==> config.mk <==
export PLATFORM = sky130hd
export DESIGN_NAME = mem_port_arbiter_flat
export DESIGN_NICKNAME = d
export VERILOG_FILES = /design/src/rtl/mem_port_arbiter_pkg.sv /design/src/rtl/mem_port_arbiter_if.sv /design/src/rtl/mem_rr_arbiter.sv /design/src/rtl/mem_port_arbiter.sv /design/src/flat_wrapper.sv
export SDC_FILE = /design/constraint.sdc
export NUM_CORES = 1
export LEC_CHECK = 0
export CORE_MARGIN = 2
export CORE_UTILIZATION = 45
export DETAILED_ROUTE_END_ITERATION = 12
export GPL_ROUTABILITY_DRIVEN = 0
export GPL_TIMING_DRIVEN = 1
export PLACE_DENSITY = 0.8
export REMOVE_ABC_BUFFERS = 1
export SYNTH_ARGS = -nofsm -noshare
export SYNTH_HDL_FRONTEND = slang
export SYNTH_SLANG_ARGS = --single-unit
export TNS_END_PERCENT = 20
==> constraint.sdc <==
create_clock -name clk -period 3.3 [get_ports clk]
set_input_delay 0.495 -clock clk [delete_from_list [all_inputs] [get_ports clk]]
set_output_delay 0.495 -clock clk [all_outputs]
set_load 0.05 [all_outputs]
==> src/rtl/mem_port_arbiter_pkg.sv <==
// Shared types and helpers for the multi-channel byte-wide memory port arbiter.
package mem_port_arbiter_pkg;

  // Width of one RAM data beat.
  localparam int MEM_BYTE_W = 8;

  typedef enum logic [1:0] {
    STATE_IDLE  = 2'd0,
    STATE_ISSUE = 2'd1,
    STATE_DRAIN = 2'd2,
    STATE_RESP  = 2'd3
  } state_t;

  // Width of a per-channel byte-count field (must hold WORD_BYTES itself).
  function automatic int byte_bus_w(input int word_bytes);
    return $clog2(word_bytes + 1);
  endfunction

  // Width of an encoded channel index; never zero so single-channel builds still elaborate.
  function automatic int chan_idx_w(input int nch);
    return (nch > 1) ? $clog2(nch) : 1;
  endfunction

  // A count of zero or one larger than the word means "whole word".
  function automatic int eff_bytes(input int req, input int word_bytes);
    if (req == 0 || req > word_bytes) return word_bytes;
    return req;
  endfunction

endpackage

==> src/rtl/mem_port_arbiter_if.sv <==
// Request/response and RAM-pin bundle of the memory port arbiter.
interface mem_port_arbiter_if #(
  parameter int NCH        = 2,
  parameter int WORD_BYTES = 4,
  parameter int ADDR_W     = 32
);
  import mem_port_arbiter_pkg::*;

  localparam int BW = byte_bus_w(WORD_BYTES);
  localparam int DW = MEM_BYTE_W * WORD_BYTES;

  logic [NCH-1:0]        req_valid;
  logic [NCH-1:0]        req_we;
  logic [NCH*ADDR_W-1:0] req_addr;
  logic [NCH*BW-1:0]     req_bytes;
  logic [NCH*DW-1:0]     req_wdata;
  logic [NCH-1:0]        req_ready;
  logic [NCH-1:0]        resp_valid;
  logic [DW-1:0]         resp_rdata;
  logic [7:0]            mem_din;
  logic [7:0]            mem_dout;
  logic [ADDR_W-1:0]     mem_a;
  logic                  mem_wr;

  // Arbiter side: takes requests and RAM read data, drives grants, responses and RAM pins.
  modport slave (
    input  req_valid, req_we, req_addr, req_bytes, req_wdata, mem_din,
    output req_ready, resp_valid, resp_rdata, mem_dout, mem_a, mem_wr
  );

  // Client/RAM side.
  modport master (
    output req_valid, req_we, req_addr, req_bytes, req_wdata, mem_din,
    input  req_ready, resp_valid, resp_rdata, mem_dout, mem_a, mem_wr
  );

endinterface

==> src/rtl/mem_rr_arbiter.sv <==
// Combinational request picker: fixed priority from channel 0, or round-robin from ptr.
module mem_rr_arbiter
  import mem_port_arbiter_pkg::*;
#(
  parameter int NCH = 2,
  parameter int IW  = chan_idx_w(NCH)
) (
  input  logic [NCH-1:0] req,
  input  logic [IW-1:0]  ptr,
  input  logic           rr_mode,
  output logic [NCH-1:0] grant,
  output logic [IW-1:0]  idx,
  output logic           any
);

  int base;

  // Scan candidates in priority order starting at base; the first live request wins.
  always_comb begin
    grant = '0;
    idx   = '0;
    any   = 1'b0;
    base  = rr_mode ? int'(ptr) : 0;
    for (int i = 0; i < NCH; i++) begin
      for (int c = 0; c < NCH; c++) begin
        if (!any && req[c] && c == ((base + i) % NCH)) begin
          grant[c] = 1'b1;
          idx      = IW'(c);
          any      = 1'b1;
        end
      end
    end
  end

endmodule

==> src/rtl/mem_port_arbiter.sv <==
// Arbitrates NCH clients onto one byte-wide RAM, sequencing multi-byte little-endian transfers.
module mem_port_arbiter
  import mem_port_arbiter_pkg::*;
#(
  parameter int NCH        = 2,
  parameter int WORD_BYTES = 4,
  parameter int ADDR_W     = 32,
  parameter int RD_LAT     = 1,
  parameter int RR_MODE    = 0
) (
  input  logic clk,
  input  logic rst,
  input  logic rdy,
  mem_port_arbiter_if.slave bus
);

  localparam int BW = byte_bus_w(WORD_BYTES);
  localparam int DW = MEM_BYTE_W * WORD_BYTES;
  localparam int IW = chan_idx_w(NCH);

  state_t state_q, state_d;

  logic [IW-1:0]     ptr_q, win_q, arb_idx;
  logic [NCH-1:0]    arb_grant, win_oh;
  logic              arb_any;
  logic              we_q;
  logic [ADDR_W-1:0] addr_q;
  logic [BW-1:0]     n_q, iss_q, cap_q;
  logic [DW-1:0]     wdata_q, rdata_q;
  logic [7:0]        wr_byte;

  // Read capture pipe: one slot per cycle of RAM latency, tagged with byte index.
  logic [RD_LAT-1:0] pipe_v_q;
  logic [BW-1:0]     pipe_idx_q [RD_LAT];

  logic              sel_we;
  logic [ADDR_W-1:0] sel_addr;
  logic [BW-1:0]     sel_bytes, sel_n;
  logic [DW-1:0]     sel_wdata;

  logic grant_fire, cap_fire, last_issue, cap_last, rd_active;

  mem_rr_arbiter #(.NCH(NCH), .IW(IW)) u_arb (
    .req     (bus.req_valid),
    .ptr     (ptr_q),
    .rr_mode (RR_MODE != 0),
    .grant   (arb_grant),
    .idx     (arb_idx),
    .any     (arb_any)
  );

  assign grant_fire = (state_q == STATE_IDLE) && rdy && arb_any;
  assign cap_fire   = rdy && pipe_v_q[RD_LAT-1];
  assign last_issue = (iss_q == n_q - BW'(1));
  assign cap_last   = ((cap_q + BW'(1)) == n_q);
  assign rd_active  = !we_q && (state_q == STATE_ISSUE || state_q == STATE_DRAIN);
  assign sel_n      = BW'(eff_bytes(int'(sel_bytes), WORD_BYTES));

  // Pick the winning channel's request fields for latching at grant.
  always_comb begin
    sel_we    = 1'b0;
    sel_addr  = '0;
    sel_bytes = '0;
    sel_wdata = '0;
    for (int i = 0; i < NCH; i++) begin
      if (arb_idx == IW'(i)) begin
        sel_we    = bus.req_we[i];
        sel_addr  = bus.req_addr[i*ADDR_W +: ADDR_W];
        sel_bytes = bus.req_bytes[i*BW +: BW];
        sel_wdata = bus.req_wdata[i*DW +: DW];
      end
    end
  end

  // Current write byte and one-hot form of the latched winner.
  always_comb begin
    wr_byte = '0;
    win_oh  = '0;
    for (int k = 0; k < WORD_BYTES; k++) begin
      if (iss_q == BW'(k)) wr_byte = wdata_q[8*k +: 8];
    end
    for (int i = 0; i < NCH; i++) begin
      if (win_q == IW'(i)) win_oh[i] = 1'b1;
    end
  end

  // FSM state register.
  always_ff @(posedge clk or negedge rst) begin
    if (!rst) state_q <= STATE_IDLE;
    else      state_q <= state_d;
  end

  // Next state and all bus outputs; every pulse and write strobe is gated by rdy.
  always_comb begin
    state_d         = state_q;
    bus.req_ready   = '0;
    bus.resp_valid  = '0;
    bus.resp_rdata  = '0;
    bus.mem_a       = '0;
    bus.mem_wr      = 1'b0;
    bus.mem_dout    = '0;
    case (state_q)
      STATE_IDLE: begin
        if (grant_fire) begin
          bus.req_ready = arb_grant;
          state_d       = STATE_ISSUE;
        end
      end
      STATE_ISSUE: begin
        bus.mem_a    = addr_q + ADDR_W'(iss_q);
        bus.mem_wr   = we_q && rdy;
        bus.mem_dout = we_q ? wr_byte : 8'h00;
        if (rdy && last_issue) state_d = we_q ? STATE_RESP : STATE_DRAIN;
      end
      STATE_DRAIN: begin
        if (cap_fire && cap_last) state_d = STATE_RESP;
      end
      STATE_RESP: begin
        if (rdy) begin
          bus.resp_valid = win_oh;
          bus.resp_rdata = rdata_q;
          state_d        = STATE_IDLE;
        end
      end
      default: state_d = STATE_IDLE;
    endcase
    // A pause discards in-flight reads, so uncaptured bytes must be issued again.
    if (!rdy && state_q == STATE_DRAIN) state_d = STATE_ISSUE;
  end

  // Transfer context, byte counters, read assembly and round-robin pointer.
  always_ff @(posedge clk or negedge rst) begin
    if (!rst) begin
      ptr_q   <= '0;
      win_q   <= '0;
      we_q    <= 1'b0;
      addr_q  <= '0;
      n_q     <= '0;
      wdata_q <= '0;
      rdata_q <= '0;
      iss_q   <= '0;
      cap_q   <= '0;
    end else if (grant_fire) begin
      win_q   <= arb_idx;
      we_q    <= sel_we;
      addr_q  <= sel_addr;
      n_q     <= sel_n;
      wdata_q <= sel_wdata;
      rdata_q <= '0;
      iss_q   <= '0;
      cap_q   <= '0;
      if (RR_MODE != 0) ptr_q <= (arb_idx == IW'(NCH - 1)) ? '0 : arb_idx + IW'(1);
    end else if (rdy) begin
      if (state_q == STATE_ISSUE) iss_q <= iss_q + BW'(1);
      if (cap_fire) begin
        cap_q <= cap_q + BW'(1);
        for (int k = 0; k < WORD_BYTES; k++) begin
          if (pipe_idx_q[RD_LAT-1] == BW'(k)) rdata_q[8*k +: 8] <= bus.mem_din;
        end
      end
    end else if (rd_active) begin
      iss_q <= cap_q;
    end
  end

  // Read capture pipe; flushed on a pause since those bytes get re-issued.
  always_ff @(posedge clk or negedge rst) begin
    if (!rst) begin
      pipe_v_q <= '0;
      for (int i = 0; i < RD_LAT; i++) pipe_idx_q[i] <= '0;
    end else if (rdy) begin
      pipe_v_q[0]   <= (state_q == STATE_ISSUE) && !we_q;
      pipe_idx_q[0] <= iss_q;
      for (int i = 1; i < RD_LAT; i++) begin
        pipe_v_q[i]   <= pipe_v_q[i-1];
        pipe_idx_q[i] <= pipe_idx_q[i-1];
      end
    end else if (rd_active) begin
      pipe_v_q <= '0;
    end
  end

endmodule

==> src/flat_wrapper.sv <==
// flat-port wrapper written by rule: the top's interface ports become plain ports
module mem_port_arbiter_flat import mem_port_arbiter_pkg::*;
#(
  parameter int NCH        = 2,
  parameter int WORD_BYTES = 4,
  parameter int ADDR_W     = 32,
  parameter int RD_LAT     = 1,
  parameter int RR_MODE    = 0
)
  (clk, rst, rdy, bus_req_valid, bus_req_we, bus_req_addr, bus_req_bytes, bus_req_wdata, bus_mem_din, bus_req_ready, bus_resp_valid, bus_resp_rdata, bus_mem_dout, bus_mem_a, bus_mem_wr);
  mem_port_arbiter_if #(.NCH(NCH), .WORD_BYTES(WORD_BYTES), .ADDR_W(ADDR_W)) bus_i ();
  input  logic clk;
  input  logic rst;
  input  logic rdy;
  input wire logic [$bits(bus_i.req_valid)-1:0] bus_req_valid;
  input wire logic [$bits(bus_i.req_we)-1:0] bus_req_we;
  input wire logic [$bits(bus_i.req_addr)-1:0] bus_req_addr;
  input wire logic [$bits(bus_i.req_bytes)-1:0] bus_req_bytes;
  input wire logic [$bits(bus_i.req_wdata)-1:0] bus_req_wdata;
  input wire logic [$bits(bus_i.mem_din)-1:0] bus_mem_din;
  output wire logic [$bits(bus_i.req_ready)-1:0] bus_req_ready;
  output wire logic [$bits(bus_i.resp_valid)-1:0] bus_resp_valid;
  output wire logic [$bits(bus_i.resp_rdata)-1:0] bus_resp_rdata;
  output wire logic [$bits(bus_i.mem_dout)-1:0] bus_mem_dout;
  output wire logic [$bits(bus_i.mem_a)-1:0] bus_mem_a;
  output wire logic [$bits(bus_i.mem_wr)-1:0] bus_mem_wr;
  assign bus_i.req_valid = bus_req_valid;
  assign bus_i.req_we = bus_req_we;
  assign bus_i.req_addr = bus_req_addr;
  assign bus_i.req_bytes = bus_req_bytes;
  assign bus_i.req_wdata = bus_req_wdata;
  assign bus_i.mem_din = bus_mem_din;
  assign bus_req_ready = bus_i.req_ready;
  assign bus_resp_valid = bus_i.resp_valid;
  assign bus_resp_rdata = bus_i.resp_rdata;
  assign bus_mem_dout = bus_i.mem_dout;
  assign bus_mem_a = bus_i.mem_a;
  assign bus_mem_wr = bus_i.mem_wr;
  mem_port_arbiter #(.NCH(NCH), .WORD_BYTES(WORD_BYTES), .ADDR_W(ADDR_W), .RD_LAT(RD_LAT), .RR_MODE(RR_MODE)) u_core (.clk(clk), .rst(rst), .rdy(rdy), .bus(bus_i));
endmodule
## After elaboration in Yosys (flattened, before gate mapping)

Index checks and enable logic that the tools add are counted.

- Add/sub/neg operators: 4
- $lt $le $gt $ge: 1
- Eq/ne operators: 16
- Multiplexer cells: 49
- Reduce and logical (&&, ||, !) cells: 34

Operators with widths:

| operator | count |
|---|---|
| 32-bit two-way mux | 8 |
| 8-bit two-way mux | 10 |
| 32-bit by 3-bit adder with 32-bit output | 1 |
| 3-bit two-way mux | 10 |
| 2-bit two-way mux | 9 |
| 2-bit nonzero test | 7 |
| 3-bit by 2-bit == test with 1-bit output (second input constant) | 4 |
| 3-bit AND reduction | 4 |
| 1-bit two-way mux | 11 |
| 1-bit logical AND | 10 |
| 3-bit zero test | 3 |
| 2-bit one-hot mux with 4 select lines | 1 |
| 3-bit by 1-bit adder with 3-bit output (second input constant) | 2 |
| 3-bit by 1-bit == test with 1-bit output (second input constant) | 2 |
| 3-bit == test | 2 |
| 3-bit by 1-bit != test with 1-bit output (second input constant) | 2 |
| 3-bit by 2-bit != test with 1-bit output (second input constant) | 2 |
| 2-bit == test (second input constant) | 2 |
| 2-bit AND reduction | 2 |
| 4-bit AND reduction | 1 |
| 3-bit > comparator (second input constant) | 1 |
| 1-bit zero test | 3 |
| 3-bit != test (second input constant) | 1 |
| 3-bit nonzero test | 1 |
| other kinds (4) | 5 |

- Register bits after elaboration: 113
- Bits of input ports: 149
- Output and inout port bits: 77
- Logic and storage cells: 118

## Logic depth before layout (Yosys ltp)

Gate-level depths: netlist of the first run.

- Depth after elaboration: 9
- Mapped depth: 9
- Gate-level depth less buffers: 8

## By module

A second synthesis of the first run with hierarchy kept.

- Cell total of the unflattened synthesis: 739
- Area, all modules: 6747.7 um2

By module, submodules not included:

| module | instances | cells an instance | area each (um2) | sequential area each (um2) |
|---|---|---|---|---|
| mem_port_arbiter | 1 | 733 | 6712.7 | 2827.7 |
| mem_rr_arbiter | 1 | 6 | 35.0 | 0.0 |

## Worst setup path before layout of the first run

OpenSTA, ideal clock, no wires.

- Kind: register to output
- From: reg u_core.addr_q[4]
- To: out bus_mem_a[19]
- Arrival: 2914 ps
- Required time: 2805 ps
- Slack: -109 ps
- Stages on the path, launching flop included: 5
- Path buffers: 0
- Cells stage by stage: dfrtp_1 nand4_1 nor3_1 nand4_1 o41ai_1

- Longest elaborated chain between the ends: 2

RTL lines:

| what | RTL line | source |
|---|---|---|
| start, declared | mem_port_arbiter.sv:27 | `logic [ADDR_W-1:0] addr_q;` |
| start signal, assigned | mem_port_arbiter.sv:146 | `addr_q <= sel_addr;` |
| 32-bit by 3-bit adder with 32-bit output | mem_port_arbiter.sv:110 | `bus.mem_a = addr_q + ADDR_W'(iss_q);` |
| 32-bit two-way mux | mem_port_arbiter.sv:102 | `case (state_q)` |
| end, declared | flat_wrapper.sv:25 | `output wire logic [$bits(bus_i.mem_a)-1:0] bus_mem_a;` |

Every way passes these cells.

## Worst setup path in the final report of the first run

- From: reg u_core.iss_q[1]
- To: out bus_mem_a[31]

- Longest elaborated chain between the ends: 2

RTL lines:

| what | RTL line | source |
|---|---|---|
| start, declared | mem_port_arbiter.sv:28 | `logic [BW-1:0] n_q, iss_q, cap_q;` |
| start signal, assigned | mem_port_arbiter.sv:154 | `if (state_q == STATE_ISSUE) iss_q <= iss_q + BW'(1);` |
| start signal, assigned | mem_port_arbiter.sv:162 | `iss_q <= cap_q;` |
| 32-bit by 3-bit adder with 32-bit output | mem_port_arbiter.sv:110 |  |
| 32-bit two-way mux | mem_port_arbiter.sv:102 |  |

Every way passes these cells.

==> results_dict.tcl, run 1 <==
set metrics [dict create \
    outcome "completed" \
    antenna_found_initial 0 \
    synth_largest_area_cell "dfrtp_1" \
    post_synth.cell_area_avg_um2 9.07 \
    layout.cells.non_filler 1155 \
    routed.top_layer "met4" \
    met1_length_um 8340 \
    clk_path_buf_depth 2 \
    synth_top_area_share_pct 41.9 \
    ys_seq_elements 113 \
    drtIter0Drc 364 \
    ys_warn_count 0 \
    dieHeight_um 126 \
    antenna_left 0 \
    final_nets 1127 \
    synth_edf_count 0 \
    cts_buffers 17 \
    required_ps 2800 \
    synth.area.top_cells "dfrtp_1 42%, mux2i_1 15%, o21ai_0 6.5%" \
    fillers 1024 \
    report.final.setup_viol 0 \
    groute.usage.overall_pct 23.9 \
    design_area_um2 10500 \
    worst_pin_slew_ps 935 \
    postCtsHoldBufs 0 \
    drc 0 \
    hold_path.class "in -> async" \
    port_buffers 225 \
    core.rowCount 44 \
    layout_commonest_cell "clkdlybuf4s50_1" \
    vias 6174 \
    ys_seq_area_share_pct 41.9 \
    synth_area_um2 6750 \
    wl_met2_um 9230 \
    finalCritPeriodShare_pct 98.0 \
    synthCells 744 \
    antenna-diode-count 0 \
    skew_ps 6.98 \
    cts_root_buf "clkbuf_16" \
    grt_pass1_vias 5895 \
    placed_cells 1123 \
    place_area_um2 9810 \
    ios 226 \
    final_util_pct 71.8 \
    synth_flop_cell "dfrtp_1" \
    drive_above_1_share_pct 15.1 \
    final_cell_mix "148 x clkdlybuf4s50_1, 112 x dfrtp_1, 101 x mux2i_1, 93 x nand2_1, 87 x o21ai_0" \
    period_minus_slack_ps 3230 \
    fmax_ghz 0.309 \
    dp_hpwl_um 13700 \
    rsz0062_at_grt "yes" \
    design.die.area_um2 16000 \
    initial_core_util_pct 46.2 \
    drv_slew 0 \
    grt_start_max_net_pins 97 \
    firstDrtPassIters 5 \
    start_kind "register" \
    power.density_nw_per_um2 746 \
    regArea_um2 2830 \
    peakVddDrop_uv 432 \
    cp_max_fo 9 \
    tns_ps 0 \
    multi_input_area_um2 3720 \
    cts_tree "built" \
    die_x_um 126 \
    grt_first_pass_wirelength_um 30500 \
    area_delta_synth_final_pct 55.4 \
    path_class "reg -> out" \
    reg2regPathDepth 6 \
    place_ws_ps 325 \
    synth_cell_types 48 \
    htree_levels 4 \
    core_area_um2 14600 \
    arrival_ps 2740 \
    wl_met3_um 865 \
    gr-total-overflow 0 \
    wl_per_cell_um 16.4 \
    setup_ws_ps 65.7 \
    cts.sinks 113 \
    clk_latency_ps 410 \
    clk_pin_slew_ps 50 \
    finalHoldViolCount 0 \
    relSlewSlack_pct 37.7 \
    wl_um 19000 \
    max-cap-violations 0 \
    synthArstFlopShare_pct 100 \
    via_per_inst 5.35 \
    crit_path_end_kind "primary output" \
    p_leak_nw 5.01 \
]
## synthesized netlist by cell type (11+ instances only)
master,instances
a21oi_1,25
and3_1,38
clkbuf_1,44
dfrtp_1,113
ha_1,17
inv_1,19
mux2i_1,101
nand2_1,94
nand4_1,11
nor2_1,73
o21ai_0,87
xor2_1,11
## what timing repair did
item / in CTS / in global routing
gates resized for setup: 8 / 8
setup buffers: 0 / 2
setup endpoints to repair: 13 / 14
pin swaps: 0 / 2
gates cloned: 0 / 0
## power breakdown
group / leakage, nW / internal (mW) / switching [mW]
registers: 1.46 / 1.93 / 0.521
clock network: 0.302 / 1.29 / 0.619
logic: 3.25 / 1.45 / 2.00
total: 5.01 / 4.68 / 3.14
## layer usage
metal / vias to the layer above / GRT usage, %
met5: - / 0
met4: 0 / 8.86
met3: 35 / 4.98
met2: 190 / 39.2
met1: 2905 / 31.2
li1: 3044 / -
## final cells by class
type / instances / share of cell area [%]
multi-input cells: 563 / 35.5
repair buffers: 246 / 28.8
flip-flops and latches: 113 / 27.0
clock buffers: 20 / 4.36
well taps: 184 / 2.20
clock inverters: 10 / 1.53
inverters: 19 / 0.680
## worst max-delay path: stages (launching register included)
cell     delay (ps)
dfrtp_2         460
ha_1            300
a21o_1          100
a21o_1          320
nand2_2         200
or4_1           520
a21oi_1         250
buf_12          170
## cell families (layout without fill, tap and decap cells)
family,count (synthesis),after routing,synth area share (%)
xor gates and xnor gates,23,23,3.39
AOI/OAI and AO/OA,142,142,11.9
DFF,113,113,41.9
buffers and inverters,68,295,3.80
muxes,104,104,15.5
adders and majority gates,18,18,3.45
and+or+nand+nor,276,276,20.1
## stage by stage
| stage | power, mW | hold WS (ps) |
|---|---|---|
| finish | 7.81 | 86.8 |
| CTS | 7.82 | 108 |
| detailed placement | 5.87 | 465 |
| global route | 8.30 | 127 |
| global placement | 5.78 | 455 |
| floorplan | 4.43 | 199 |
## sequential cells by signal, indices dropped and copies added (netlist names)
name	cells
u_core.addr_q	32
u_core.iss_q	3
u_core.pipe_idx_q	3
u_core.win_q	1
u_core.pipe_v_q	1
u_core.state_q	2
u_core.n_q	3
u_core.wdata_q	32
u_core.cap_q	3
u_core.rdata_q	32
u_core.we_q	1
## path summary, 6_finish.rpt
check                                        from                 to  slack (ps)
worst max-delay path              u_core.iss_q[1]      bus_mem_a[31]          70
worst min-delay path                          rst  u_core.addr_q[29]          90
worst max register to register  u_core.state_q[0]  u_core.wdata_q[1]         950
worst min register to register  u_core.wdata_q[5]  u_core.wdata_q[5]         480
max in group asynchronous                     rst   u_core.addr_q[9]        2500
min in group clk                u_core.wdata_q[5]  u_core.wdata_q[5]         480
Note: power is estimated with default switching activity, not from simulation.
==> run 2: changes to the inputs <==
- DONT_BUFFER_PORTS: default -> 1
- PLACE_DENSITY: 0.8 -> 0.61
==> run 2 against run 1 <==
Compared with the run above: flip-flop and latch count unchanged; critical path depth shrank 1; clock power is 11% lower; register-to-register slack better by 60 ps; worst setup slack better by 70 ps; clock-buffer cell count shrank 2; highest routed layer unchanged; utilization is 18 points lower; design area decreased by 25%; final cell count fell by 16%; via count is 12% lower.
==> results_dict.tcl, run 2 (synthesized netlist as in run 1, its figures left out) <==
set metrics [dict create \
    outcome "completed" \
    rrSetupSlack_ps 1010 \
    core.rowCount 44 \
    core_area_um2 14600 \
    clk_latency_ps 410 \
    groute.usage.overall_pct 21.0 \
    timing.hold.ws_ps 53.5 \
    crit_slowest_cell "or4_1" \
    clk_pin_slew_ps 60 \
    critPathBufInv 1 \
    grt_first_pass_wirelength_um 26900 \
    comb_power_share_pct 41.5 \
    p_sw_mw 3.04 \
    antenna_left 0 \
    p_clk_share_pct 24.0 \
    cts.sinks 113 \
    drc 0 \
    rsz0062_at_grt "yes" \
    path_class "reg -> out" \
    cpPeakStageDelay_ps 520 \
    reg2regPathDepth 6 \
    finalCritPeriodShare_pct 95.9 \
    arrival_ps 2670 \
    critical-path-top-delay-family "simple AND/OR/NAND/NOR gates" \
    p_leak_nw 4.02 \
    via_per_inst 5.61 \
    path_cells "and4_4 > nand3_4 > or3_4 > or4_1 > a21oi_1 > buf_4" \
    intPower_mw 4.03 \
    drv_slew 0 \
    wl_per_cell_um 17.3 \
    start_kind "register" \
    crit_path_end_kind "primary output" \
    drive_above_1_share_pct 14.6 \
    antenna_found_initial 0 \
    firstDrtPassIters 5 \
    die_x_um 126 \
    antenna-diode-count 0 \
    crit_start "u_core.addr_q[4]" \
    period_minus_slack_ps 3160 \
    seqPwrFrac_pct 34.5 \
    skew_ps 10.9 \
    peakVddDrop_uv 562 \
    power.density_nw_per_um2 898 \
    ios 226 \
    max-cap-violations 0 \
    netSwitchingFraction_pct 43.0 \
    place_ws_ps 350 \
    design.die.area_um2 16000 \
    port_buffers 0 \
    gr-total-overflow 0 \
    final_cell_mix "112 x dfrtp_1, 101 x mux2i_1, 93 x nand2_1, 86 x o21ai_0, 72 x nor2_1" \
    cts_buffers 17 \
    hold_path.class "in -> async" \
    cts_root_buf "clkbuf_16" \
    setup_ws_ps 135 \
    required_ps 2800 \
    grt_pass1_vias 5316 \
    report.final.setup_viol 0 \
    final_nets 941 \
    reg_top3 "u_core.addr_q (32), u_core.rdata_q (32), u_core.wdata_q (32)" \
    grt_start_max_net_pins 114 \
    finalHoldViolCount 0 \
    cts_tree "built" \
    dieHeight_um 126 \
    dp_hpwl_um 11500 \
    initial_core_util_pct 46.2 \
    worst_pin_slew_ps 948 \
    layout_commonest_cell "dfrtp_1" \
    r2r-end "u_core.addr_q[4]" \
    area_delta_synth_final_pct 16.8 \
    fmax_ghz 0.316 \
    drtIter0Drc 263 \
    r2r_start "u_core.state_q[0]" \
    clk_path_buf_depth 2 \
    wl_um 16800 \
    relSlewSlack_pct 36.8 \
    vias 5445 \
    htree_levels 4 \
    cp_max_fo 8 \
]
[run 2: cell types whose count changed in the layout (fill, tap and decap cells not counted), sizes merged]
cell / change
clkinv: +5
clkdlybuf4s50: -148
dlymetal6s2s: -1
clkbuf: -2
dlygate4sd2: -4
clkinvlp: +2
bufinv: -3
buf: -33
[run 2: through the flow]
| stage | power, mW | utilization [%] | setup TNS, ps | std cells | area [um2] |
|---|---|---|---|---|---|
| 2_1_floorplan | 4.43 | - | -19620 | 695 | 6560 |
| 3_3_place_gp | 5.24 | 49.6 | 0 | 932 | 7240 |
| 3_5_place_dp | 5.32 | 49.6 | 0 | 932 | 7240 |
| 4_1_cts | 7.10 | 53.8 | 0 | 967 | 7840 |
| 5_1_grt | 7.59 | 54.0 | -2.49 | 971 | 7880 |
| 6_report | 7.08 | 54.0 | 0 | 971 | 7880 |
[run 2: layout make-up]
type | count | area, um2
Sequential cell | 113 | 2830
Inverter | 19 | 71.3
Timing Repair Buffer | 60 | 470
Fill cell | 1336 | 6710
Clock inverter | 14 | 118
Clock buffer | 18 | 439
Tap cell | 184 | 230
Multi-Input combinational cell | 563 | 3720
[run 2: timing repair]
item	4_1_cts	5_1_grt
pin swaps	1	1
endpoints found under the hold margin	113	0
hold buffers	1	0
setup endpoints to repair	7	9
gates resized for setup	2	3
setup buffers	2	4
[run 2: how the worst max path moves through the flow]
stage,end,slack [ps],cells past startpoint
after floorplan,bus_req_ready[1],-1050,2
after global placement,bus_mem_a[30],420,9
after detailed placement,bus_mem_a[18],350,8
after CTS,bus_mem_a[18],40,8
after global routing,bus_mem_a[18],-2,9
final,bus_mem_a[31],140,6
[run 2: power groups by stage]
stage | Clock (mW) | Combinational [mW] | Sequential, mW
floorplan | 0 | 2.13 | 2.31
global placement | 0 | 2.81 | 2.43
detailed placement | 0 | 2.87 | 2.45
CTS | 1.74 | 2.92 | 2.44
global route | 1.81 | 3.25 | 2.53
finish | 1.70 | 2.93 | 2.44
[run 2: routing by layer]
layer  part of all wire [%]  routed length [um]  track usage, %
met1                     45                7510            27.9
met2                     48                8100            33.7
met3                    5.8                 978            5.06
met4                    1.0                 172            6.92
met5                      0                   0               0
[run 2: worst reg2reg max path, delay by kind of cell (launching register included)]
family / cells / cell delay [ps]
AOI/OAI and AO/OA: 1 / 160
and+or+nand+nor: 2 / 780
buffers and inverters: 2 / 560
DFF: 1 / 400
adders and majority gates: 1 / 270
